<file path="src/rtl/up_input_stage_if.sv">
// Button/switch inputs and Enter/Input outputs exchanged between the
// input conditioning stage and its surroundings.
interface up_input_stage_if;
    logic       Button;
    logic [7:0] Switch;
    logic       Enter;
    logic       EnterPulse;
    logic [7:0] Input;

    modport master (input Button, Switch, output Enter, EnterPulse, Input);
    modport slave  (output Button, Switch, input Enter, EnterPulse, Input);
endinterface

</file>
<file path="src/rtl/up_input_stage.sv">
// Synchronises the Enter button and data switches, debounces the button and
// latches the switch byte once per accepted press.
module up_input_stage #(
    parameter int unsigned DB_CYCLES = 250000,
    parameter int unsigned CNT_W     = 18
) (
    input  logic             CLOCK,
    input  logic             RESET,
    up_input_stage_if.master io
);
    typedef enum logic [1:0] {IDLE, PRESS_WAIT, PRESSED, RELEASE_WAIT} state_t;

    localparam logic [CNT_W-1:0] CNT_LAST = CNT_W'(DB_CYCLES - 1);

    state_t           state, state_nx;
    logic [CNT_W-1:0] cnt, cnt_nx;
    logic [1:0]       btn_sync;
    logic [7:0]       sw_m, sw_s;
    logic             btn_s;
    logic             enter_nx, pulse_nx, latch;

    always_ff @(posedge CLOCK or negedge RESET) begin
        if (!RESET) begin
            btn_sync <= '0;
            sw_m     <= '0;
            sw_s     <= '0;
        end else begin
            btn_sync <= {btn_sync[0], io.Button};
            sw_m     <= io.Switch;
            sw_s     <= sw_m;
        end
    end

    assign btn_s = btn_sync[1];

    // The btn_s test is evaluated before the counter test, so a level flip on
    // the terminal count cycle still rejects the press/release.
    always_comb begin
        state_nx = state;
        cnt_nx   = cnt;
        pulse_nx = 1'b0;
        latch    = 1'b0;
        unique case (state)
            IDLE: begin
                if (btn_s) begin
                    state_nx = PRESS_WAIT;
                    cnt_nx   = '0;
                end
            end
            PRESS_WAIT: begin
                if (!btn_s) begin
                    state_nx = IDLE;
                    cnt_nx   = '0;
                end else if (cnt == CNT_LAST) begin
                    state_nx = PRESSED;
                    cnt_nx   = '0;
                    pulse_nx = 1'b1;
                    latch    = 1'b1;
                end else begin
                    cnt_nx = cnt + CNT_W'(1);
                end
            end
            PRESSED: begin
                if (!btn_s) begin
                    state_nx = RELEASE_WAIT;
                    cnt_nx   = '0;
                end
            end
            RELEASE_WAIT: begin
                if (btn_s) begin
                    state_nx = PRESSED;
                    cnt_nx   = '0;
                end else if (cnt == CNT_LAST) begin
                    state_nx = IDLE;
                    cnt_nx   = '0;
                end else begin
                    cnt_nx = cnt + CNT_W'(1);
                end
            end
            default: begin
                state_nx = IDLE;
                cnt_nx   = '0;
            end
        endcase
        enter_nx = (state_nx == PRESSED) || (state_nx == RELEASE_WAIT);
    end

    always_ff @(posedge CLOCK or negedge RESET) begin
        if (!RESET) begin
            state         <= IDLE;
            cnt           <= '0;
            io.Enter      <= 1'b0;
            io.EnterPulse <= 1'b0;
            io.Input      <= '0;
        end else begin
            state         <= state_nx;
            cnt           <= cnt_nx;
            io.Enter      <= enter_nx;
            io.EnterPulse <= pulse_nx;
            if (latch) io.Input <= sw_s;
        end
    end
endmodule

</file>
<file path="src/flat_wrapper.sv">
// flat-port wrapper written by rule: the top's interface ports become plain ports
module up_input_stage_flat 
#(
    parameter int unsigned DB_CYCLES = 250000,
    parameter int unsigned CNT_W     = 18
)
  (CLOCK, RESET, io_Button, io_Switch, io_Enter, io_EnterPulse, io_Input);
  up_input_stage_if io_i ();
  input  logic CLOCK;
  input  logic RESET;
  input wire logic [$bits(io_i.Button)-1:0] io_Button;
  input wire logic [$bits(io_i.Switch)-1:0] io_Switch;
  output wire logic [$bits(io_i.Enter)-1:0] io_Enter;
  output wire logic [$bits(io_i.EnterPulse)-1:0] io_EnterPulse;
  output wire logic [$bits(io_i.Input)-1:0] io_Input;
  assign io_i.Button = io_Button;
  assign io_i.Switch = io_Switch;
  assign io_Enter = io_i.Enter;
  assign io_EnterPulse = io_i.EnterPulse;
  assign io_Input = io_i.Input;
  up_input_stage #(.DB_CYCLES(DB_CYCLES), .CNT_W(CNT_W)) u_core (.CLOCK(CLOCK), .RESET(RESET), .io(io_i));
endmodule
</file>
<file path="config.mk">
export PLATFORM = sky130hd
export DESIGN_NAME = up_input_stage_flat
export DESIGN_NICKNAME = d
export VERILOG_FILES = /design/src/rtl/up_input_stage_if.sv /design/src/rtl/up_input_stage.sv /design/src/flat_wrapper.sv
export SDC_FILE = /design/constraint.sdc
export NUM_CORES = 1
export LEC_CHECK = 0
export BUFFER_PORTS_ARGS = -buffer_cell sky130_fd_sc_hd__clkbuf_2
export CORE_UTILIZATION = 50
export DETAILED_ROUTE_END_ITERATION = 10
export PLACE_DENSITY = 0.7
export SYNTH_ARGS = -nofsm -noshare
export SYNTH_HDL_FRONTEND = slang
export SYNTH_SLANG_ARGS = --single-unit
</file>
<file path="constraint.sdc">
create_clock -name CLOCK -period 2.8 [get_ports CLOCK]
set_input_delay 0 -clock CLOCK [delete_from_list [all_inputs] [get_ports CLOCK]]
set_output_delay 0 -clock CLOCK [all_outputs]
set_load 0.005 [all_outputs]
</file>
[Word-level counts from Yosys, hierarchy flattened]
Cells that the tools add are included.
Operators by class
  $add $sub $neg: 1
  equality and inequality tests: 8
  mux-type cells: 16
  reduce and logical (&&, ||, !) cells: 3
Operator list (number)
  two-way mux 18 bit: 5
  one-hot mux 18 bit (4 select lines): 1
  adder 18 x 1 -> 18 bit, second input constant: 1
  equality test 18 bit, second input constant: 1
  two-way mux 2 bit: 6
  equality test 2 bit, second input constant: 4
  one-hot mux 2 bit (4 select lines): 1
  two-way mux 1 bit: 3
  equality test 2 x 1 -> 1 bit, second input constant: 1
  logical NOT 2 bit: 1
  inequality test 2 x 1 -> 1 bit, second input constant: 1
  inequality test 2 bit, second input constant: 1
  AND reduction 2 bit: 1
  logical OR 1 bit: 1
Storage, ports and cells
  bits in registers: 48
  bits of input ports: 11
  logic and storage cells: 36

[Logic depth before layout (Yosys ltp)]
  depth in word-level cells: 6
  depth in mapped cells: 7
  depth with buffers taken out: 6

[Least setup slack after synthesis]
OpenSTA, ideal clock, no wires.
  kind: reg-to-reg
  start point: register u_core.cnt[8]
  end point: register u_core.io.Input[0]
  arrival time: 2.014 ns
  slack: 0.661 ns
  cell stages (with the launch flop): 8
  path buffers: 2
  path through: dfrtp_1 buf_6 or4b_4 nor3_4 and2_1 and4b_1 buf_6 mux2_4
On the way
  word-level cells in the longest chain between the ends: 4
Ends and longest elaborated chain
  from (decl): line up_input_stage.sv:16  | logic [CNT_W-1:0] cnt, cnt_nx;
  from (signal assigned): line up_input_stage.sv:97  | cnt <= cnt_nx;
  equality test 18 bit: line up_input_stage.sv:54  | end else if (cnt == CNT_LAST) begin
  two-way mux 1 bit: line up_input_stage.sv:54
  two-way mux 1 bit: line up_input_stage.sv:51  | if (!btn_s) begin
  two-way mux 1 bit: line up_input_stage.sv:43  | unique case (state)
  to (signal assigned): line up_input_stage.sv:100  | if (latch) io.Input <= sw_s;
  to (decl): line up_input_stage_if.sv:10  | modport master (input Button, Switch, output Enter, EnterPulse, Input);
Every way passes these cells.
A chain may end at the register's enable or synchronous reset.

[Worst setup path after layout]
  start point: register u_core.cnt[8]
  end point: register u_core.io.Input[4]
Same word-level chain as after synthesis.

==> flow_summary.ini <==
[outcome]
status = completed

[logic_synthesis]
async_flop_share_pct = 100
ys_types = 31
synth_nets = 178
synthTopCellsByCount = dfrtp_1, a21oi_1, nand2_1
synth-main-ff-cell = dfrtp_1
ys_seq_area_share_pct = 61.0
synth_top_area_share_pct = 61.0
ys_top_cells_by_area = dfrtp_1, mux2_4, a21oi_1, nand3_1, o21ai_0
synth_most_common_cell = dfrtp_1
synth-warning-count = 0
yosysTopAreaCell = dfrtp_1
synth_edf_count = 0
syn_avg_cell_area_um2 = 11.9
ys_ff_latch = 48
synthCells = 166
synth_area_um2 = 1970

[grt]
top_usage_layer = met2
met3_usage_pct = 4.23
use_met2_pct = 35.3
grt_pass1_vias = 1406
met1_usage_pct = 26.2
grt_usage_pct = 21.4
grt_max_degree = 49
antenna_found_initial = 0
overflow = 0
grt_pass1_wl_mm = 6.63

[timing]
worstMarginPinSlew_ns = 1.14
skew_ns = 0.00422
finalMaxSlewViolations = 0
setup_tns_ns = 0
fmax_mhz = 403
finalSetupViolations = 0
rsz0062_at_grt = false
hold_viol = 0
relSlewSlack_pct = 23.9
fin_crit_sh_pct = 88.6
period_minus_slack_ns = 2.48

[detailed_routing]
wl_per_cell_um = 15.8
vias = 1395
drt_iter0_drc = 106
drc_errors = 0
routed_wl_mm = 3.90
via_per_inst = 5.65
drtPass1Iterations = 4
ant_nets = 0

[cells_and_area]
multi_input_area_um2 = 702
nets = 211
fin_cells = 247
area_growth_pct = 16.2
antennaDiodeCount = 0
num-fill-cells = 305
drive_above_1_share_pct = 20.6
regArea_um2 = 1200
design_area_um2 = 2290

[worst_setup_path]
cp_slowest_cell = or4b_4
cp.required_ns = 3.00
worstPathCellList = or4b_4 -> nor3_4 -> and2_1 -> and4b_1 -> mux2_4
critPathBufInv = 0
worstSetupEndpointType = flop
path_class = flop to flop
start_kind = flop
critPathTopFamily = simple AND/OR/NAND/NOR gates
critPathMaxFanout = 9
rrSetupSlack_ns = 0.32
cp_data_arrival_time_ns = 2.68
cp_slowest_stage_delay_ns = 0.57

[clocking]
cts_sinks = 48
h-tree-depth = 2
cts_tree = done
clock-root-buffer = clkbuf_8
cts_setup_buffers = 0
cts_buffers = 5
insertion_delay_ns = 0.31
ctsResizeCount = 0
path_clk_slew_ns = 0.08
hold_buffers = 10
cts_buffer_depth = 2

[floorplanning]
dieArea_um2 = 4200
core_area_um2 = 3720
die_x_um = 64.8
initial_core_util_pct = 53.0
rows = 22
die_y_um = 64.8
ios = 21

[pwr]
p_total_uw = 1170
power_density_nw_per_um2 = 510
peakVddDrop_mv = 0.482
p_leak_uw = 0.00104

[min_path]
hp-class = primary input to flop

[placement]
place_inst = 230
place_area_um2 = 2110
io_buffer_count = 20
gp_congestion = 0.934
dp_hpwl_mm = 2.55

[job]
cap_violations = 0
cell usage in the layout, fill, tap and decap left out:
cell type      instances
o211ai_1               2
clkinv_2               1
nand2_1               13
or4_1                  3
a221oi_1               1
mux2_2                 2
clkinvlp_4             1
mux2i_1                1
o311ai_0               2
a22o_1                 1
xor2_1                 2
nor2_1                 7
buf_4                  2
a221o_1                1
nand3_1               11
and3_1                 1
and2_1                 3
clkbuf_8               5
a21o_1                 1
a21oi_1               13
dfrtp_1               48
nor4_1                 2
nor3_4                 1
nand4b_1               2
or3_1                  4
nor3b_1                2
and4b_1                1
or4b_4                 1
ha_1                   1
mux2_4                 8
inv_1                  8
nand4_1                7
o21ai_0               11
dlygate4sd3_1         10
clkbuf_2              20
cells by family after synthesis:
| kind of cell | Yosys count | synth area share, % |
|---|---|---|
| compound gates | 32 | 9.52 |
| xor+xnor | 2 | 0.889 |
| fa+ha+maj | 1 | 0.635 |
| buf+inv | 14 | 3.43 |
| flops | 48 | 61.0 |
| mux | 11 | 7.75 |
| simple gates | 58 | 16.8 |
metal layers:
layer | wire length [um] | vias to the layer above
met3 | 126 | 13
met2 | 1960 | 34
met5 | 0 | -
met1 | 1710 | 690
met4 | 104 | 0
li1 | - | 658
per-stage QoR:
step / util (%) / setup WS [ns] / hold slack [ns]
finish: 61.6 / 0.319 / 0.332
global route: 61.6 / 0.233 / 0.348
global placement: 56.7 / 0.426 / 0.110
CTS: 61.6 / 0.324 / 0.336
detailed placement: 56.7 / 0.339 / 0.111
floorplan: - / 0.661 / -0.296
flip-flops by register name, indices dropped and copies added (netlist names):
signal / count
u_core.io.Input: 8
u_core.sw_m: 8
u_core.cnt: 18
u_core.sw_s: 8
u_core.io.Enter: 1
u_core.state: 2
u_core.btn_sync: 2
u_core.io.EnterPulse: 1
area by class of cell:
cell class,count,share of cell area (%)
Clock inverter,2,0.546
Tap cell,48,2.62
Sequential cell,48,52.5
Inverter,8,1.31
Multi-Input combinational cell,104,30.7
Timing Repair Buffer,32,9.40
Clock buffer,5,3.01
path summary, 6_finish.rpt:
path,from,cells after the start,end
worst max-delay path,u_core.cnt[8],5,u_core.io.Input[4]
worst min-delay path,io_Switch[5],2,u_core.sw_m[5]
worst max register to register,u_core.cnt[8],5,u_core.io.Input[4]
worst min register to register,u_core.sw_m[2],0,u_core.sw_s[2]
max in group asynchronous,RESET,2,u_core.sw_s[7]
min in group asynchronous,RESET,2,u_core.io.Input[1]
power by group:
| group | leakage (uW) | total, uW | internal (uW) | switching [uW] |
|---|---|---|---|---|
| Combinational | 0.000379 | 57.4 | 23.1 | 34.3 |
| Sequential | 0.000625 | 717 | 709 | 8.49 |
| Clock | 0.0000400 | 393 | 169 | 224 |
| Total | 0.00104 | 1170 | 901 | 267 |
Note: power is estimated with default switching activity, not from simulation.
